[src/rtl/op_result_pipe_if.sv]
// Operation/result handshake bundle between the arithmetic stage,
// the result buffer and the downstream consumer.
interface op_result_pipe_if #(
    parameter int NBIT = 4
);
    logic            in_valid;
    logic            in_ready;
    logic [2:0]      op;
    logic [NBIT-1:0] b;
    logic [NBIT:0]   sum;
    logic [NBIT:0]   sub;
    logic [NBIT:0]   multi;
    logic [NBIT:0]   div;
    logic [NBIT:0]   mod;
    logic [NBIT:0]   square;
    logic            out_valid;
    logic            out_ready;
    logic [NBIT:0]   out_data;
    logic [2:0]      out_op;
    logic            out_err;

    modport master (
        output in_valid, op, b,
        output sum, sub, multi, div, mod, square,
        output out_ready,
        input  in_ready, out_valid,
        input  out_data, out_op, out_err
    );

    modport slave (
        input  in_valid, op, b,
        input  sum, sub, multi, div, mod, square,
        input  out_ready,
        output in_ready, out_valid,
        output out_data, out_op, out_err
    );
endinterface

[src/rtl/op_result_pipe.sv]
// Two-entry result buffer: selects the arithmetic result for the issued
// op, flags illegal ops and divide-by-zero, and counts retired results.
module op_result_pipe #(
    parameter int NBIT  = 4,
    parameter int DEPTH = 2
) (
    input  logic              clk,
    input  logic              rstn,
    op_result_pipe_if.slave   io,
    output logic [7:0]        done_cnt,
    output logic [7:0]        err_cnt
);
    localparam int W = NBIT + 1;

    typedef enum logic [1:0] {
        EMPTY = 2'd0,
        ONE   = 2'd1,
        FULL  = 2'd2
    } occ_e;

    occ_e             state_q;
    occ_e             state_d;
    logic             wptr_q;
    logic             rptr_q;
    logic [W-1:0]     data_mem [DEPTH];
    logic [2:0]       op_mem   [DEPTH];
    logic [DEPTH-1:0] err_mem;
    logic             push;
    logic             pop;
    logic             bzero;
    logic [W-1:0]     cap_data;
    logic             cap_err;

    // Handshake flags come from the occupancy register only.
    assign io.in_ready  = (state_q != FULL);
    assign io.out_valid = (state_q != EMPTY);

    assign push = io.in_valid & io.in_ready;
    assign pop  = io.out_valid & io.out_ready;

    // Empty slots are masked so stale entries never leak out.
    assign io.out_data = io.out_valid ? data_mem[rptr_q] : '0;
    assign io.out_op   = io.out_valid ? op_mem[rptr_q] : 3'd0;
    assign io.out_err  = io.out_valid & err_mem[rptr_q];

    assign bzero = (io.b == '0);

    always_comb begin
        cap_data = '0;
        cap_err  = 1'b0;
        unique case (1'b1)
            (io.op == 3'd0): cap_data = io.sum;
            (io.op == 3'd1): cap_data = io.sub;
            (io.op == 3'd2): cap_data = io.multi;
            (io.op == 3'd5): cap_data = io.square;
            (io.op == 3'd3 && !bzero): cap_data = io.div;
            (io.op == 3'd4 && !bzero): cap_data = io.mod;
            ((io.op == 3'd3 || io.op == 3'd4) && bzero): begin
                cap_data = '1;
                cap_err  = 1'b1;
            end
            default: begin
                cap_data = '0;
                cap_err  = 1'b1;
            end
        endcase
    end

    always_comb begin
        state_d = state_q;
        unique case (state_q)
            EMPTY: if (push) state_d = ONE;
            ONE: begin
                if (push && !pop) state_d = FULL;
                else if (pop && !push) state_d = EMPTY;
            end
            FULL: if (pop) state_d = ONE;
            default: state_d = EMPTY;
        endcase
    end

    always_ff @(posedge clk) begin
        if (!rstn) begin
            state_q  <= EMPTY;
            wptr_q   <= 1'b0;
            rptr_q   <= 1'b0;
            done_cnt <= 8'd0;
            err_cnt  <= 8'd0;
        end else begin
            state_q <= state_d;
            if (push) wptr_q <= wptr_q + 1'b1;
            if (pop) begin
                rptr_q   <= rptr_q + 1'b1;
                done_cnt <= done_cnt + 8'd1;
                if (io.out_err) err_cnt <= err_cnt + 8'd1;
            end
        end
    end

    always_ff @(posedge clk) begin
        if (rstn && push) begin
            data_mem[wptr_q] <= cap_data;
            op_mem[wptr_q]   <= io.op;
            err_mem[wptr_q]  <= cap_err;
        end
    end
endmodule

[src/flat_wrapper.sv]
// flat-port wrapper written by rule: the top's interface ports become plain ports
module op_result_pipe_flat 
#(
    parameter int NBIT  = 4,
    parameter int DEPTH = 2
)
  (clk, rstn, done_cnt, err_cnt, io_in_valid, io_op, io_b, io_sum, io_sub, io_multi, io_div, io_mod, io_square, io_out_ready, io_in_ready, io_out_valid, io_out_data, io_out_op, io_out_err);
  op_result_pipe_if #(.NBIT(NBIT)) io_i ();
  input  logic clk;
  input  logic rstn;
  output logic [7:0] done_cnt;
  output logic [7:0] err_cnt;
  input wire logic [$bits(io_i.in_valid)-1:0] io_in_valid;
  input wire logic [$bits(io_i.op)-1:0] io_op;
  input wire logic [$bits(io_i.b)-1:0] io_b;
  input wire logic [$bits(io_i.sum)-1:0] io_sum;
  input wire logic [$bits(io_i.sub)-1:0] io_sub;
  input wire logic [$bits(io_i.multi)-1:0] io_multi;
  input wire logic [$bits(io_i.div)-1:0] io_div;
  input wire logic [$bits(io_i.mod)-1:0] io_mod;
  input wire logic [$bits(io_i.square)-1:0] io_square;
  input wire logic [$bits(io_i.out_ready)-1:0] io_out_ready;
  output wire logic [$bits(io_i.in_ready)-1:0] io_in_ready;
  output wire logic [$bits(io_i.out_valid)-1:0] io_out_valid;
  output wire logic [$bits(io_i.out_data)-1:0] io_out_data;
  output wire logic [$bits(io_i.out_op)-1:0] io_out_op;
  output wire logic [$bits(io_i.out_err)-1:0] io_out_err;
  assign io_i.in_valid = io_in_valid;
  assign io_i.op = io_op;
  assign io_i.b = io_b;
  assign io_i.sum = io_sum;
  assign io_i.sub = io_sub;
  assign io_i.multi = io_multi;
  assign io_i.div = io_div;
  assign io_i.mod = io_mod;
  assign io_i.square = io_square;
  assign io_i.out_ready = io_out_ready;
  assign io_in_ready = io_i.in_ready;
  assign io_out_valid = io_i.out_valid;
  assign io_out_data = io_i.out_data;
  assign io_out_op = io_i.out_op;
  assign io_out_err = io_i.out_err;
  op_result_pipe #(.NBIT(NBIT), .DEPTH(DEPTH)) u_core (.clk(clk), .rstn(rstn), .io(io_i), .done_cnt(done_cnt), .err_cnt(err_cnt));
endmodule
[config.mk]
export PLATFORM = sky130hd
export DESIGN_NAME = op_result_pipe_flat
export DESIGN_NICKNAME = d
export VERILOG_FILES = /design/src/rtl/op_result_pipe_if.sv /design/src/rtl/op_result_pipe.sv /design/src/flat_wrapper.sv
export SDC_FILE = /design/constraint.sdc
export NUM_CORES = 1
export LEC_CHECK = 0
export BUFFER_PORTS_ARGS = -buffer_cell sky130_fd_sc_hd__buf_2
export CAP_MARGIN = 25
export CORE_MARGIN = 5
export CORE_UTILIZATION = 40
export CTS_CLUSTER_DIAMETER = 50
export DETAILED_ROUTE_END_ITERATION = 8
export PLACE_DENSITY = 0.71
export SLEW_MARGIN = 30
export SYNTH_ARGS = -nofsm -noshare
export SYNTH_HDL_FRONTEND = slang
export SYNTH_SLANG_ARGS = --single-unit
[constraint.sdc]
create_clock -name clk -period 1.9 [get_ports clk]
set_clock_uncertainty 0.15 [all_clocks]
set_input_delay 0 -clock clk [delete_from_list [all_inputs] [get_ports clk]]
set_output_delay 0 -clock clk [all_outputs]
set_load 0.02 [all_outputs]
Word level (Yosys, flattened, before mapping)
Memory sizes are Yosys's and may differ from the RTL's. A register that Yosys moved wholly into a read port is not among the register bits.
Index checks and enable logic that the tools add are counted.
{"block": "totals", "ff_bits": 22, "mem_bits_rw": 16, "input_bits": 41, "output_inout_bits": 27, "elab_cells": 67, "memories": 2}
{"block": "op_classes", "n_addsub": 4, "magnitude_cmp": 3, "eq_ne": 11, "muxes": 20, "bitwise": 3, "reduce_logical": 18}
{"memory": "u_core.data_mem", "depth": 2, "width": 5, "read_ports": 1, "rd_ports_with_merged_regs": 1, "wr": 1, "line_no": "op_result_pipe.sv:25", "text": "logic [W-1:0] data_mem [DEPTH];"}
{"memory": "u_core.op_mem", "depth": 2, "width": 3, "read_ports": 1, "rd_ports_with_merged_regs": 1, "wr": 1, "line_no": "op_result_pipe.sv:26", "text": "logic [2:0] op_mem [DEPTH];"}
{"op": "$pmux W5 S7", "count": 1}
{"op": "$add A8 B1 Y8 const B", "count": 2}
{"op": "$mux W1", "count": 10}
{"op": "$mux W2", "count": 4}
{"op": "$logic_and A1 B1 Y1", "count": 7}
{"op": "$eq A3 B2 Y1 const B", "count": 2}
{"op": "$eq A3 B3 Y1 const B", "count": 2}
{"op": "$pmux W2 S3", "count": 1}
{"op": "$reduce_or A6 Y1", "count": 1}
{"op": "$mux W5", "count": 1}
{"op": "$logic_not A4 Y1", "count": 1}
{"op": "$lt A1 B2 Y1 const B", "count": 2}
{"op": "$ne A2 B1 Y1 const B", "count": 2}
{"op": "$and A1 B1 Y1", "count": 3}
{"op": "$eq A3 B1 Y1 const B", "count": 1}
{"op": "$logic_not A1 Y1", "count": 3}
{"op": "$logic_not A3 Y1", "count": 1}
{"op": "$mux W3", "count": 1}
{"op": "$ne A3 B1 Y1 const B", "count": 1}
{"op": "$reduce_and A3 Y1", "count": 1}
{"op": "$add A1 B1 Y1 const B", "count": 2}
{"op": "$bwmux W2", "count": 1}
{"op": "$eq A2 B1 Y1 const B", "count": 1}
{"op": "$eq A2 B2 Y1 const B", "count": 1}
{"op": "other kinds (7)", "count": 7}

Longest topological paths before layout
Gate-level depths: netlist of the first run.
{"block": "logic_depth", "word_depth": 7, "ltp_mapped": 7, "ltp_nobuf": 6}

Least setup slack after synthesis of the first run
OpenSTA, ideal clock, no wires.
{"block": "synth_path", "path_kind": "register -> register", "startpoint": "reg u_core.state_q[0]", "endpoint": "mem u_core.data_mem[0][0] (netlist name) (enable)", "setup_ns": 0.399, "t_arrival_ns": 1.449, "required_ns": 1.351, "slack_ns": -0.098, "stages_incl_launch_ff": 3, "n_path_buf": 0, "period_less_slack_ns": 1.998, "path_cell_list": "dfxtp_1 nor2b_1 nor4_1"}
{"block": "synth_via", "elab_chain_len": 5}
{"element": "from (decl)", "line_no": "op_result_pipe.sv:21", "text": "occ_e state_q;"}
{"element": "from (signal assigned)", "line_no": "op_result_pipe.sv:90", "text": "state_q <= state_d;"}
{"element": "$ne A2 B2 Y1", "line_no": "op_result_pipe.sv:35", "text": "assign io.in_ready = (state_q != FULL);"}
{"element": "$and A1 B1 Y1", "line_no": "op_result_pipe.sv:38", "text": "assign push = io.in_valid & io.in_ready;"}
{"element": "$logic_and A1 B1 Y1", "line_no": "op_result_pipe.sv:101", "text": "if (rstn && push) begin"}
{"element": "$mux W1", "line_no": "op_result_pipe.sv:101"}
{"element": "$mux W1 (implied by the code)", "line_no": "op_result_pipe.sv:102", "text": "data_mem[wptr_q] <= cap_data;"}
{"element": "to (decl)", "line_no": "op_result_pipe.sv:25"}
Every way passes these cells.

Worst setup path after layout of the first run
{"block": "layout_path", "startpoint": "in io_op[0]", "endpoint": "mem u_core.data_mem[1][1] (netlist name) (data pin)"}
{"block": "layout_via", "elab_chain_len": 4, "word_cells_on_any_way": 11, "classes_between": "5 x eq/ne; 1 x mux; 5 x reduce/logical"}
{"element": "from (decl)", "line_no": "flat_wrapper.sv:14", "text": "input wire logic [$bits(io_i.op)-1:0] io_op;"}
{"element": "$eq A3 B2 Y1 / $eq A3 B3 Y1 (equally long branches)", "line_no": "op_result_pipe.sv:56, op_result_pipe.sv:58, op_result_pipe.sv:57"}
{"element": "$logic_or A1 B1 Y1", "line_no": "op_result_pipe.sv:58", "text": "((io.op == 3'd3 || io.op == 3'd4) && bzero): begin"}
{"element": "$logic_and A1 B1 Y1", "line_no": "op_result_pipe.sv:58"}
{"element": "$pmux W5 S7 *", "line_no": "op_result_pipe.sv:51", "text": "unique case (1'b1)"}
{"element": "named net u_core.cap_data[1]", "line_no": "op_result_pipe.sv:31", "text": "logic [W-1:0] cap_data;"}
The timed path passes the listed nets; every way through them passes the cells marked *.

==> impl_metrics.xml, run 1 <==
<?xml version="1.0" encoding="UTF-8"?>
<metrics>
  <group name="setup_path">
    <metric name="startpoint_type" unit="">primary input</metric>
    <metric name="critPathKind" unit="">primary input to register</metric>
    <metric name="arrival" unit="ns">1.64</metric>
    <metric name="endpoint_kind" unit="">register</metric>
    <metric name="critPathTopFamily" unit="">buffers and inverters</metric>
    <metric name="max_stage_delay" unit="ns">0.54</metric>
    <metric name="worstPathCellList" unit="">dlygate4sd3_1 &gt; buf_2 &gt; mux4_2 &gt; a211oi_1 &gt; a21oi_1</metric>
    <metric name="worstPathMaxFanout" unit="">16</metric>
    <metric name="worst_path_max_delay_cell" unit="">mux4_2</metric>
    <metric name="timing.critical_path.buf_inv" unit="">2</metric>
    <metric name="worst_ep_required_time" unit="ns">1.78</metric>
  </group>
  <group name="synthesis">
    <metric name="synth.area.top_cells" unit="">edfxtp_1, dfxtp_1, mux2i_1</metric>
    <metric name="yosys.area.top_type_share" unit="%">26.8</metric>
    <metric name="synth_top_flop_cell" unit="">dfxtp_1</metric>
    <metric name="syn_area" unit="sq mm">0.00202</metric>
    <metric name="synthCells" unit="">198</metric>
    <metric name="synthDominantAreaCellType" unit="">edfxtp_1</metric>
    <metric name="async_flop_share" unit="%">0</metric>
    <metric name="yosysUniqueCellTypes" unit="">43</metric>
    <metric name="syn_nets" unit="">242</metric>
    <metric name="synth_edf_count" unit="">18</metric>
    <metric name="avgSynthCellArea" unit="sq um">10.2</metric>
    <metric name="synth.yosys.seq_area_share" unit="%">47.6</metric>
    <metric name="synth-warning-count" unit="">0</metric>
    <metric name="synth-seq-cells" unit="">39</metric>
  </group>
  <group name="clock_network">
    <metric name="clkLatencyLatePin" unit="ns">0.29</metric>
    <metric name="clock_sink_count" unit="">39</metric>
    <metric name="cts-buffers-inserted" unit="">5</metric>
    <metric name="cts_tree" unit="">built</metric>
    <metric name="clkTransAtPathRegs" unit="ns">0.07</metric>
    <metric name="cts-root-buf" unit="">clkbuf_8</metric>
    <metric name="htree_num_levels" unit="">2</metric>
    <metric name="cts_max_path_buffers" unit="">2</metric>
  </group>
  <group name="timing">
    <metric name="worst_hold_slack" unit="ns">0.00328</metric>
    <metric name="report.final.slew_viol_count" unit="">0</metric>
    <metric name="tightest_slew" unit="ns">0.644</metric>
    <metric name="slew_headroom" unit="%">56.9</metric>
    <metric name="finalCritPeriodShare" unit="%">92.7</metric>
    <metric name="grt_setup_unrepaired" unit="">no</metric>
    <metric name="report.final.hold_viol_count" unit="">0</metric>
    <metric name="achievable-frequency" unit="MHz">568</metric>
    <metric name="setup_violations" unit="">0</metric>
    <metric name="totalNegativeSetupSlack" unit="ns">0</metric>
    <metric name="setup_ws" unit="ns">0.139</metric>
    <metric name="final.min_clock_period" unit="ns">1.76</metric>
  </group>
  <group name="route">
    <metric name="drt_pass1_iterations" unit="">4</metric>
    <metric name="total_drc_errors_in_the_routed_layout" unit="">0</metric>
    <metric name="viasPerCell" unit="">5.12</metric>
    <metric name="drtIter0Drc" unit="">36</metric>
    <metric name="drt-total-wl" unit="um">4310</metric>
    <metric name="ant_nets" unit="">0</metric>
    <metric name="routedWlPerCell" unit="um">12.6</metric>
    <metric name="vias" unit="">1757</metric>
  </group>
  <group name="place">
    <metric name="placed_area" unit="sq mm">0.00246</metric>
    <metric name="port_buffers" unit="">67</metric>
    <metric name="final_gp_congestion" unit="">0.748</metric>
    <metric name="hpwlAfterDp" unit="um">3200</metric>
    <metric name="preCtsSetupSlack" unit="ns">0.267</metric>
  </group>
  <group name="power">
    <metric name="power_switching" unit="uW">457</metric>
    <metric name="vdd_ir_drop_max" unit="mV">0.321</metric>
    <metric name="p_int" unit="uW">1570</metric>
    <metric name="switching_share" unit="%">22.5</metric>
    <metric name="seq_power_share" unit="%">46.1</metric>
    <metric name="power.share.clock" unit="%">39.6</metric>
    <metric name="share_comb_of_total_power" unit="%">14.4</metric>
    <metric name="power.leakage" unit="uW">0.00108</metric>
    <metric name="pwr_density_cell" unit="mW/mm^2">762</metric>
  </group>
  <group name="layout">
    <metric name="final_layout_size_suffix_gt1_share" unit="%">33.0</metric>
    <metric name="total_area_of_sequential_cells" unit="sq um">961</metric>
    <metric name="multiInputGateArea" unit="sq um">995</metric>
    <metric name="finalNetCount" unit="">319</metric>
    <metric name="non_filler_cell_area_final" unit="sq mm">0.00266</metric>
    <metric name="most_common_library_cell_in_the_layout_ignoring_fill_and_taps" unit="">buf_2</metric>
    <metric name="filler_cell_count" unit="">447</metric>
    <metric name="diodes" unit="">0</metric>
    <metric name="synthToLayoutAreaGrowth" unit="%">31.7</metric>
    <metric name="most-common-layout-cells" unit="">buf_2, dfxtp_1, nor2_1</metric>
  </group>
  <group name="grt">
    <metric name="grt_pass1_vias" unit="">1734</metric>
    <metric name="antenna_found_initial" unit="">0</metric>
    <metric name="grt_start_max_net_pins" unit="">24</metric>
    <metric name="grtUsageTotal" unit="%">14.0</metric>
    <metric name="grt_pass1_wl" unit="um">7310</metric>
    <metric name="grt-ovfl-total" unit="">0</metric>
  </group>
  <group name="floorplan">
    <metric name="ioPinCount" unit="">68</metric>
    <metric name="core_area" unit="sq mm">0.00482</metric>
    <metric name="floorplan.die.height" unit="um">81.1</metric>
    <metric name="initial_cell_density_of_the_core" unit="%">41.9</metric>
    <metric name="die_area" unit="sq mm">0.00657</metric>
    <metric name="floorplan.rows" unit="">25</metric>
    <metric name="chipWidth" unit="um">81.1</metric>
  </group>
  <group name="status">
    <metric name="status" unit="">complete, no violations</metric>
  </group>
  <group name="run">
    <metric name="max_cap_viol_count" unit="">0</metric>
  </group>
  <group name="min_path">
    <metric name="hold_class" unit="">primary input to register</metric>
  </group>
</metrics>
[Yosys cell counts (6+ instances only)]
master	number
a21oi_1	13
dfxtp_1	21
edfxtp_1	18
inv_1	7
mux2i_1	18
nand2_1	9
nand3_1	6
nor2_1	20
o21ai_0	7
or4_1	6
[cell families (layout without fill, tap and decap cells)]
group	after synthesis	count (layout)	synth area share (%)
AO/OA/AOI/OAI	43	43	14.0
XOR/XNOR	3	3	1.30
flip-flops	39	39	47.6
multiplexers	23	23	12.8
AND/OR/NAND/NOR	70	70	18.6
adder cells (fa/ha/maj)	3	3	1.86
buffers and inverters	17	95	3.78
[layer usage]
layer | routed length (um) | global-route usage [%] | vias up
met1 | 1880 | 16.8 | 781
met5 | 0 | 0 | -
li1 | - | - | 904
met3 | 344 | 3.77 | 7
met4 | 42 | 4.05 | 0
met2 | 2050 | 24.5 | 65
[what timing repair did]
| action | CTS | global route |
|---|---|---|
| setup endpoints to repair | 0 | 2 |
| buffers inserted | 0 | 0 |
| resized for setup | 0 | 1 |
| hold buffers | 6 | 0 |
| hold endpoints to repair | 15 | 0 |
[state kept, by name (all words and copies together) (netlist names), named ones only]
name and count:
u_core.done_cnt 8, u_core.wptr_q 1, u_core.state_q 2, u_core.data_mem 10, u_core.err_cnt 8, u_core.op_mem 6, u_core.rptr_q 1, u_core.err_mem 2
[area by class of cell]
type | instances | area share, %
Inverter | 7 | 0.988
Multi-Input combinational cell | 142 | 37.4
Timing Repair Buffer | 80 | 17.3
Sequential cell | 39 | 36.1
Tap cell | 67 | 3.15
Clock buffer | 6 | 2.73
Clock inverter | 2 | 2.26
[worst paths after layout]
check                           depth (start not counted)  slack [ns]                     to               from
worst max-delay path                                    5        0.14  u_core.data_mem[1][1]           io_op[0]
worst min-delay path                                    4       0.003      u_core.state_q[0]        io_in_valid
worst max register to register                          6        0.25      u_core.state_q[0]  u_core.state_q[1]
worst min register to register                          2        0.33      u_core.err_cnt[7]  u_core.err_cnt[7]
[power by group through the flow]
stage	sequential, uW	combinational (uW)	clock, uW
floorplan	948	177	0
global placement	953	279	0
detailed placement	954	283	0
CTS	934	293	818
global route	937	325	845
finish	934	291	802
[tightest hold or removal path: stages]
cell and delay (ns):
buf_2 0.09, mux2i_1 0.06, o2bb2ai_1 0.13, and2_1 0.12
[metrics by stage]
stage | power (uW) | utilization (%) | cells
5_1_grt | 2110 | 55.2 | 343
3_5_place_dp | 1240 | 51.1 | 329
3_3_place_gp | 1230 | 51.1 | 329
6_report | 2030 | 55.2 | 343
4_1_cts | 2050 | 55.1 | 343
2_1_floorplan | 1120 | - | 198
Power figures use the tool's default switching activity.
==> run 2, diff against run 1 <==
Clock period 1.9 ns to 1.41 ns, I/O delays scaled along.
==> run 2 against run 1 <==
  * Highest routed layer unchanged
  * Critical endpoint is now u_core.err_cnt[3]
  * The run now ends with setup timing left
  * Register-to-register slack worse by 0.34 ns
  * Design area up 14%
  * Worst hold slack better by 0.012 ns
  * Clock power up 15%
  * Count of clock-buffer cells in the layout down 1
  * Critical path type is now register to register
==> impl_metrics.xml, run 2 (same netlist as run 1, synthesis figures left out) <==
<?xml version="1.0" encoding="UTF-8"?>
<metrics>
  <group name="timing">
    <metric name="setup_ws" unit="ns">-0.0920</metric>
    <metric name="finalCritPeriodShare" unit="%">107</metric>
    <metric name="setup_violations" unit="">19</metric>
    <metric name="report.final.slew_viol_count" unit="">0</metric>
    <metric name="final.min_clock_period" unit="ns">1.50</metric>
    <metric name="achievable-frequency" unit="MHz">666</metric>
    <metric name="grt_setup_unrepaired" unit="">yes</metric>
    <metric name="tightest_slew" unit="ns">0.366</metric>
    <metric name="slew_headroom" unit="%">75.3</metric>
    <metric name="report.final.hold_viol_count" unit="">0</metric>
  </group>
  <group name="grt">
    <metric name="grt-ovfl-total" unit="">0</metric>
    <metric name="grt_pass1_wl" unit="um">8020</metric>
    <metric name="antenna_found_initial" unit="">0</metric>
    <metric name="grt_pass1_vias" unit="">1790</metric>
    <metric name="grt_start_max_net_pins" unit="">23</metric>
    <metric name="grtUsageTotal" unit="%">15.9</metric>
  </group>
  <group name="power">
    <metric name="seq_power_share" unit="%">46.2</metric>
    <metric name="pwr_density_cell" unit="mW/mm^2">894</metric>
    <metric name="power.share.clock" unit="%">34.1</metric>
    <metric name="vdd_ir_drop_max" unit="mV">0.442</metric>
    <metric name="switching_share" unit="%">25.7</metric>
    <metric name="finalPower" unit="uW">2710</metric>
    <metric name="p_int" unit="uW">2020</metric>
    <metric name="power_switching" unit="uW">697</metric>
    <metric name="power.leakage" unit="uW">0.00123</metric>
    <metric name="share_comb_of_total_power" unit="%">19.7</metric>
  </group>
  <group name="setup_path">
    <metric name="worst_ep_required_time" unit="ns">1.49</metric>
    <metric name="endpoint_kind" unit="">register</metric>
    <metric name="critPathKind" unit="">register to register</metric>
    <metric name="worstPathMaxFanout" unit="">22</metric>
    <metric name="startpoint_type" unit="">register</metric>
    <metric name="arrival" unit="ns">1.59</metric>
  </group>
  <group name="layout">
    <metric name="final_layout_size_suffix_gt1_share" unit="%">47.8</metric>
    <metric name="most-common-layout-cells" unit="">buf_2, buf_4, edfxtp_1</metric>
    <metric name="synthToLayoutAreaGrowth" unit="%">50.3</metric>
    <metric name="most_common_library_cell_in_the_layout_ignoring_fill_and_taps" unit="">buf_2</metric>
    <metric name="non_filler_cell_area_final" unit="sq mm">0.00304</metric>
    <metric name="finalNetCount" unit="">340</metric>
    <metric name="top_reg_by_flops" unit="">u_core.data_mem</metric>
    <metric name="largest_registers" unit="">u_core.data_mem x10, u_core.done_cnt x8, u_core.err_cnt x8</metric>
    <metric name="diodes" unit="">0</metric>
    <metric name="max_ffs_per_register" unit="">10</metric>
  </group>
  <group name="clock_network">
    <metric name="cts-root-buf" unit="">clkbuf_8</metric>
    <metric name="htree_num_levels" unit="">2</metric>
    <metric name="cts_tree" unit="">built</metric>
    <metric name="cts-buffers-inserted" unit="">5</metric>
    <metric name="clock_sink_count" unit="">39</metric>
    <metric name="clkLatencyLatePin" unit="ns">0.29</metric>
    <metric name="clkTransAtPathRegs" unit="ns">0.08</metric>
    <metric name="cts_max_path_buffers" unit="">2</metric>
  </group>
  <group name="route">
    <metric name="routedWlPerCell" unit="um">14.3</metric>
    <metric name="total_drc_errors_in_the_routed_layout" unit="">0</metric>
    <metric name="drtIter0Drc" unit="">51</metric>
    <metric name="vias" unit="">1868</metric>
    <metric name="drt-total-wl" unit="um">5220</metric>
    <metric name="ant_nets" unit="">0</metric>
    <metric name="drt_pass1_iterations" unit="">4</metric>
    <metric name="viasPerCell" unit="">5.13</metric>
  </group>
  <group name="place">
    <metric name="port_buffers" unit="">67</metric>
    <metric name="preCtsSetupSlack" unit="ns">-0.0805</metric>
    <metric name="hpwlAfterDp" unit="um">3550</metric>
    <metric name="placed_area" unit="sq mm">0.00265</metric>
    <metric name="final_gp_congestion" unit="">0.754</metric>
  </group>
  <group name="floorplan">
    <metric name="ioPinCount" unit="">68</metric>
    <metric name="floorplan.rows" unit="">25</metric>
    <metric name="core_area" unit="sq mm">0.00482</metric>
    <metric name="initial_cell_density_of_the_core" unit="%">41.9</metric>
    <metric name="floorplan.die.height" unit="um">81.1</metric>
    <metric name="chipWidth" unit="um">81.1</metric>
    <metric name="die_area" unit="sq mm">0.00657</metric>
  </group>
  <group name="run">
    <metric name="max_cap_viol_count" unit="">0</metric>
  </group>
  <group name="status">
    <metric name="violations" unit="">setup timing</metric>
    <metric name="status" unit="">finished with violations</metric>
  </group>
  <group name="min_path">
    <metric name="hold_class" unit="">primary input to register</metric>
  </group>
</metrics>
==> run 2: cell count changes in the layout (fill, tap and decap cells not counted), moves of 3 or more <==
cell / previous run / this run
mux2i_2: 0 / 3
buf_2: 67 / 59
a21oi_2: 0 / 3
buf_4: 6 / 26
dfxtp_4: 0 / 4
nor2_1: 20 / 16
dfxtp_1: 21 / 12
nor4_4: 0 / 4
dfxtp_2: 0 / 5
nor4_1: 4 / 1
mux2i_1: 18 / 15
a21oi_1: 13 / 10
buf_6: 0 / 8
==> run 2: repair_timing <==
item,in CTS,in global routing
endpoints found under the setup margin,37,33
pin swaps,8,4
buffers inserted,1,3
resized for setup,18,29
endpoints found under the hold margin,8,0
hold buffers,6,0
cloned,1,1
==> run 2: power by group through the flow <==
stage          clock network, uW  registers [uW]  logic [uW]
6_report                     926            1250         535
5_1_grt                     1000            1260         583
3_3_place_gp                   0            1270         439
4_1_cts                      941            1250         496
3_5_place_dp                   0            1270         449
2_1_floorplan                  0            1280         251
==> run 2: path summary, 6_finish.rpt <==
| check | from | to | slack, ns | cells after the start |
|---|---|---|---|---|
| worst max register to register | u_core.state_q[0] | u_core.err_cnt[3] | -0.09 | 4 |
| worst min-delay path | io_op[1] | u_core.op_mem[1][1] | 0.02 | 2 |
| worst max-delay path | u_core.state_q[0] | u_core.err_cnt[3] | -0.09 | 4 |
| worst min register to register | u_core.err_cnt[7] | u_core.err_cnt[7] | 0.32 | 2 |
==> run 2: cell type report <==
cell class,instances,area [sq um]
multi-input combinational,142,1150
sequential,39,982
fill,386,1780
inverter,7,26.3
clock buffer,5,68.8
clock inverter,3,43.8
tap,67,83.8
timing repair buffer,101,681
==> run 2: per-stage QoR <==
stage,hold WS (ns),cells,util [%],TNS (ns)
final,0.0155,364,63.0,-0.673
after global routing,0.0148,364,63.0,-1.80
after CTS,0.0120,360,60.1,-0.576
after detailed placement,0.157,344,55.1,-0.765
after global placement,0.152,344,55.1,-0.110
after floorplan,-0.0511,198,-,-0.305
==> run 2: critical path: stages, from the launching register on <==
cell and delay, ns:
dfxtp_4 0.40, o21ai_4 0.08, buf_12 0.16, or4_4 0.52, a21oi_2 0.13
==> run 2: per-layer routing <==
metal / track usage [%] / wire length (um)
met5: 0 / 0
met4: 5.57 / 59
met3: 4.43 / 280
met2: 27.2 / 2690
met1: 19.2 / 2190
